`src/rtl/fdiv_fsqrt_rs.sv`:
```
// In-order-compacted reservation station for the FP divide/square-root unit.
// Operands wait on the CDB; the oldest ready entry is dispatched first.
module fdiv_fsqrt_rs #(
    parameter int unsigned N_ENTRY   = 4,
    parameter int unsigned ROB_WIDTH = 4
) (
    input  logic                         clk,
    input  logic                         reset,
    input  logic                         flush,
    input  logic                         issue_valid,
    output logic                         issue_ready,
    input  logic                         issue_op,
    input  logic [ROB_WIDTH-1:0]         issue_tag,
    input  logic [1:0]                   issue_opd_valid,
    input  logic [2*ROB_WIDTH-1:0]       issue_opd_tag,
    input  logic [63:0]                  issue_opd_data,
    input  logic                         cdb_valid,
    input  logic [ROB_WIDTH-1:0]         cdb_tag,
    input  logic [31:0]                  cdb_data,
    output logic                         disp_valid,
    input  logic                         disp_ready,
    output logic                         disp_op,
    output logic [ROB_WIDTH-1:0]         disp_tag,
    output logic [31:0]                  disp_a,
    output logic [31:0]                  disp_b,
    output logic [$clog2(N_ENTRY+1)-1:0] count
);
    localparam int unsigned CW = $clog2(N_ENTRY + 1);
    localparam int unsigned IW = $clog2(N_ENTRY);

    typedef struct packed {
        logic                   vld;
        logic                   op;
        logic [ROB_WIDTH-1:0]   tag;
        logic [1:0]             ov;
        logic [2*ROB_WIDTH-1:0] otag;
        logic [63:0]            od;
    } entry_t;

    entry_t [N_ENTRY-1:0] ent_q, ent_d;
    entry_t [N_ENTRY:0]   ext;
    entry_t               iss_ent;
    logic [CW-1:0]        count_q, count_d;
    logic [CW-1:0]        wr_idx;
    logic [N_ENTRY-1:0]   rdy;
    logic [IW-1:0]        sel;
    logic                 any_rdy;
    logic                 do_disp;
    logic                 do_issue;

    // Capture a broadcast into any still-empty operand of a valid entry.
    function automatic entry_t snoop(input entry_t e, input logic v,
                                     input logic [ROB_WIDTH-1:0] t, input logic [31:0] d);
        entry_t r;
        r = e;
        for (int k = 0; k < 2; k++) begin
            if (r.vld && !r.ov[k] && v && (r.otag[k*ROB_WIDTH +: ROB_WIDTH] == t)) begin
                r.ov[k]          = 1'b1;
                r.od[k*32 +: 32] = d;
            end
        end
        return r;
    endfunction

    always_comb begin
        any_rdy = 1'b0;
        sel     = '0;
        for (int i = 0; i < N_ENTRY; i++) begin
            rdy[i] = ent_q[i].vld & (&ent_q[i].ov);
        end
        for (int i = N_ENTRY - 1; i >= 0; i--) begin
            if (rdy[i]) begin
                sel     = IW'(i);
                any_rdy = 1'b1;
            end
        end
    end

    assign disp_valid  = any_rdy & ~flush;
    assign disp_op     = disp_valid ? ent_q[sel].op : 1'b0;
    assign disp_tag    = disp_valid ? ent_q[sel].tag : '0;
    assign disp_a      = disp_valid ? ent_q[sel].od[31:0] : '0;
    assign disp_b      = disp_valid ? ent_q[sel].od[63:32] : '0;
    assign do_disp     = disp_valid & disp_ready;
    assign issue_ready = ~flush & ((count_q < CW'(N_ENTRY)) | do_disp);
    assign do_issue    = issue_valid & issue_ready;
    assign wr_idx      = count_q - CW'(do_disp);
    assign count       = count_q;

    always_comb begin
        iss_ent      = '0;
        iss_ent.vld  = 1'b1;
        iss_ent.op   = issue_op;
        iss_ent.tag  = issue_tag;
        iss_ent.ov   = issue_opd_valid;
        iss_ent.otag = issue_opd_tag;
        iss_ent.od   = issue_opd_data;
        // Square root has a single source; operand 1 is a constant zero.
        if (issue_op) begin
            iss_ent.ov[1]     = 1'b1;
            iss_ent.od[63:32] = '0;
        end
    end

    always_comb begin
        ext     = {entry_t'('0), ent_q};
        ent_d   = ent_q;
        count_d = count_q;
        for (int i = 0; i < N_ENTRY; i++) begin
            ent_d[i] = (do_disp && (IW'(i) >= sel)) ? ext[i+1] : ext[i];
            ent_d[i] = snoop(ent_d[i], cdb_valid, cdb_tag, cdb_data);
            if (do_issue && (CW'(i) == wr_idx)) begin
                ent_d[i] = snoop(iss_ent, cdb_valid, cdb_tag, cdb_data);
            end
        end
        unique case ({do_issue, do_disp})
            2'b10:   count_d = count_q + 1'b1;
            2'b01:   count_d = count_q - 1'b1;
            default: count_d = count_q;
        endcase
        if (flush) begin
            ent_d   = '0;
            count_d = '0;
        end
    end

    always_ff @(posedge clk or negedge reset) begin
        if (!reset) begin
            ent_q   <= '0;
            count_q <= '0;
        end else begin
            ent_q   <= ent_d;
            count_q <= count_d;
        end
    end

endmodule

```
`config.mk`:
```
export PLATFORM = sky130hd
export DESIGN_NAME = fdiv_fsqrt_rs
export DESIGN_NICKNAME = d
export VERILOG_FILES = /design/src/rtl/fdiv_fsqrt_rs.sv
export SDC_FILE = /design/constraint.sdc
export NUM_CORES = 1
export LEC_CHECK = 0
export BUFFER_PORTS_ARGS = -buffer_cell sky130_fd_sc_hd__clkbuf_2
export CORE_ASPECT_RATIO = 1.25
export CORE_UTILIZATION = 40
export CTS_BUF_LIST = sky130_fd_sc_hd__clkbuf_4
export DETAILED_ROUTE_END_ITERATION = 8
export HOLD_SLACK_MARGIN = 0.1
export PLACE_DENSITY = 0.56
export SYNTH_ARGS = -nofsm -noshare
export SYNTH_HDL_FRONTEND = slang
export SYNTH_SLANG_ARGS = --single-unit
```
`constraint.sdc`:
```
create_clock -name clk -period 4.35 [get_ports clk]
set_input_delay 0.87 -clock clk [delete_from_list [all_inputs] [get_ports clk]]
set_output_delay 0.87 -clock clk [all_outputs]
set_load 0.05 [all_outputs]
```
==> run metrics <==
Post-Route WL=between 80 and 90 mm; Sw Share=about a third; Max Cap Viol=0; total global-route track usage=31.8%; number of synthesized register bits=323; Final HPWL DP=54.1 mm; Lkg Pwr=0.0121 uW; fmax=232 MHz; Yosys top cell area share=36.6%; placed cells=between 3000 and 4000; most common flop cell mapped by yosys=dfrtp_1; worst hold path startpoint=issue_tag[1]; mean area per synthesized cell=between 8 and 9 sq um; Async SR Flop Fraction=100%; largest net degree at the start of global routing=138; crit start category=register; die width=between 200 and 250 um; R2R Path Start=ent_q[152]$_DFF_PN0_; sequential fraction of the synthesis area=36.6%; Post-synth EDFFs=0; Vias/cell=6.41; Area contributors post-synth=dfrtp_1 (37%), mux2i_1 (10%), nand2_1 (4.5%), mux2_2 (3.9%), clkbuf_1 (3.8%); layout cells sized above 1=23.2%; Crit. End Element=primary output; Antenna Violating Nets Remaining=0; H-Tree Depth=3; R2R Setup Slk=480 ps; fill count=5157; first-pass GRT wire length=137 mm; Starting Density=40.8%; Pwr Density=277 nW/um^2; Synthesis Warnings=0; Required @ worst endpoint=roughly 3500 ps; post-route DRC violation count=0; end-of-flow core utilization=between 40% and 50%; vias in the first global route=around 23000; Die Y=265 um; routed vias=21983; 1st-pass router iterations=8; largest area contributor in the netlist=dfrtp_1; critical path type=reg2out; Worst Max-Slew Pin Slew=1140 ps; CTS tree=built; worst IR drop on VDD=about 220 uV; number of antenna violations at the first check in global routing=3; clock group share of total power=39.9%; Final Hold Vio Count=0; Iter 0 DRT Violations=2371; Worst Path Arrival=roughly 3400 ps; status=completed; RePlAce Congestion=0.972; clk sinks=323; Core ar.=54200 sq um; min Tclk post-route=4310 ps; clock root buffer=clkbuf_4; clk buf depth=3; TritonCTS buffer count=92; P_int=about 5000 uW; crit-path max FO=36; Worst Reg-to-Reg Cells=12; Worst Hold Endpoint=ent_q[315]$_DFFE_PN0P_; unrepaired setup endpoints after global routing=yes; Net count, final=2769; Total Neg Setup Slack=0 ps; synth cell count leaders=dfrtp_1 (323), nand2_1 (265), clkbuf_1 (224), mux2i_1 (220), nor2_1 (198); Final Cell Area=26200 sq um; post-synth cell types=slightly below 70; Post-Layout Cell Count=3431; placed inst area=24900 sq um; area grow syn2layout=18.8%; WL per Instance=26.1 um; Worst Hold Class=in2reg; cell count after synthesis=2560; combinational group share of total power=15.3%; Mapped Area=22100 sq um; net switching power=2290 uW; Die ar.=roughly 56000 sq um; Setup Fix Bufs, Post-CTS=0; Final period util=between 90% and 100%; grt ovf=0; PortBufs=194; fin. max-slew vios=0; clock-pin slew on the worst setup and hold paths=60 ps; RR Endpoint=ent_q[121]$_DFFE_PN0P_; Rows=95; Final setup violation count=0; # IOs=195; Slew headroom=roughly a quarter; top-count cell post-synth=dfrtp_1; syn_nets=between 2000 and 3000; Reg power frac=44.7%; Worst-Skew Late Latency=890 ps; Min-Delay Path Depth=3; Final Skew=between 60 and 70 ps
## flip-flops by register name, indices dropped and copies added, names as in the netlist
signal  flops
count       3
ent_q     320
## power by group through the flow
stage | Combinational [uW] | Clock (uW) | Sequential, uW
after floorplan | 657 | 0 | 3280
after global placement | 1060 | 0 | 3300
after detailed placement | 1090 | 0 | 3300
after CTS | 1100 | 2960 | 3250
after global routing | 1190 | 3090 | 3270
final | 1110 | 2900 | 3250
## through the flow
| stage | worst slack, ps | hold WS (ps) | power (uW) |
|---|---|---|---|
| 6_report | 42.7 | 239 | 7270 |
| 5_1_grt | -27.1 | 267 | 7550 |
| 4_1_cts | -119 | 187 | 7310 |
| 3_5_place_dp | 439 | 480 | 4390 |
| 3_3_place_gp | 529 | 480 | 4360 |
| 2_1_floorplan | 30.4 | 457 | 3930 |
## final cells by class
class | count | area (sq um) | area share, %
multi-input cells | 1862 | 12800 | 48.9
flip-flops and latches | 323 | 8080 | 30.8
repair buffers | 286 | 2990 | 11.4
clock buffers | 127 | 953 | 3.63
well taps | 727 | 910 | 3.47
inverters | 80 | 300 | 1.14
clock inverters | 25 | 160 | 0.610
diodes | 1 | 2.50 | 0.00953
## logic make-up after synthesis
family	Yosys count	share of synthesized area [%]
xor gates and xnor gates	21	0.833
DFF	323	36.6
AOI/OAI and AO/OA	741	24.7
adders and majority gates	3	0.204
and+or+nand+nor	792	16.5
buffers and inverters	375	6.85
muxes	305	14.3
## layer usage
layer | up-vias | share of wire, % | global-route usage, %
li1 | 9571 | - | -
met3 | 287 | 8.1 | 4.82
met4 | 4 | 6.5 | 22.0
met1 | 10894 | 38 | 40.0
met5 | - | 0.035 | 0
met2 | 1227 | 47 | 50.2
## worst max-delay path by stage
stage	startpoint	end	depth (start not counted)
floorplan	ent_q[233]$_DFF_PN0_	disp_a[10]	8
global placement	disp_ready	ent_q[37]$_DFFE_PN0P_	11
detailed placement	disp_ready	ent_q[124]$_DFFE_PN0P_	11
CTS	ent_q[233]$_DFF_PN0_	disp_a[16]	7
global route	ent_q[152]$_DFF_PN0_	disp_op	8
finish	ent_q[152]$_DFF_PN0_	disp_op	8
## timing repair
| item | 4_1_cts | 5_1_grt |
|---|---|---|
| hold buffers | 1 | 0 |
| setup endpoints to repair | 58 | 35 |
| pin swaps | 0 | 0 |
| gates resized for setup | 22 | 17 |
| hold endpoints to repair | 51 | 0 |
## worst max-delay path, stage by stage (launching register included)
cell	delay, ps
dfrtp_1	440
and3_2	290
nor2_2	280
o21ai_4	150
buf_12	220
buf_12	210
mux2i_1	140
a211oi_1	580
buf_12	220
## cells in the final DEF, fill, tap and decap left out, types with 5 or more instances in the layout
master / instances
buf_12: 91
nand2_1: 262
buf_4: 69
nor3b_1: 25
mux2i_1: 220
nand3_1: 118
and3_2: 5
o31ai_1: 38
o41ai_2: 32
nor3_1: 40
o211ai_1: 5
xnor2_1: 15
a32o_1: 31
o221a_2: 20
clkbuf_4: 127
nor2b_1: 7
nand2b_1: 16
dfrtp_1: 323
o221ai_1: 8
nor2_1: 196
and2_1: 30
or2_2: 5
a211oi_1: 67
o32ai_1: 33
a21oi_1: 149
inv_1: 79
o21ai_0: 109
a21o_1: 39
a31oi_1: 38
clkbuf_2: 123
mux2_2: 77
and3_1: 57
a221o_1: 31
xor2_1: 6
clkinv_1: 14
a22oi_1: 65
a211oi_2: 33
mux2_1: 8
o21ai_1: 8
No activity file was read; power rests on OpenSTA's default activity.
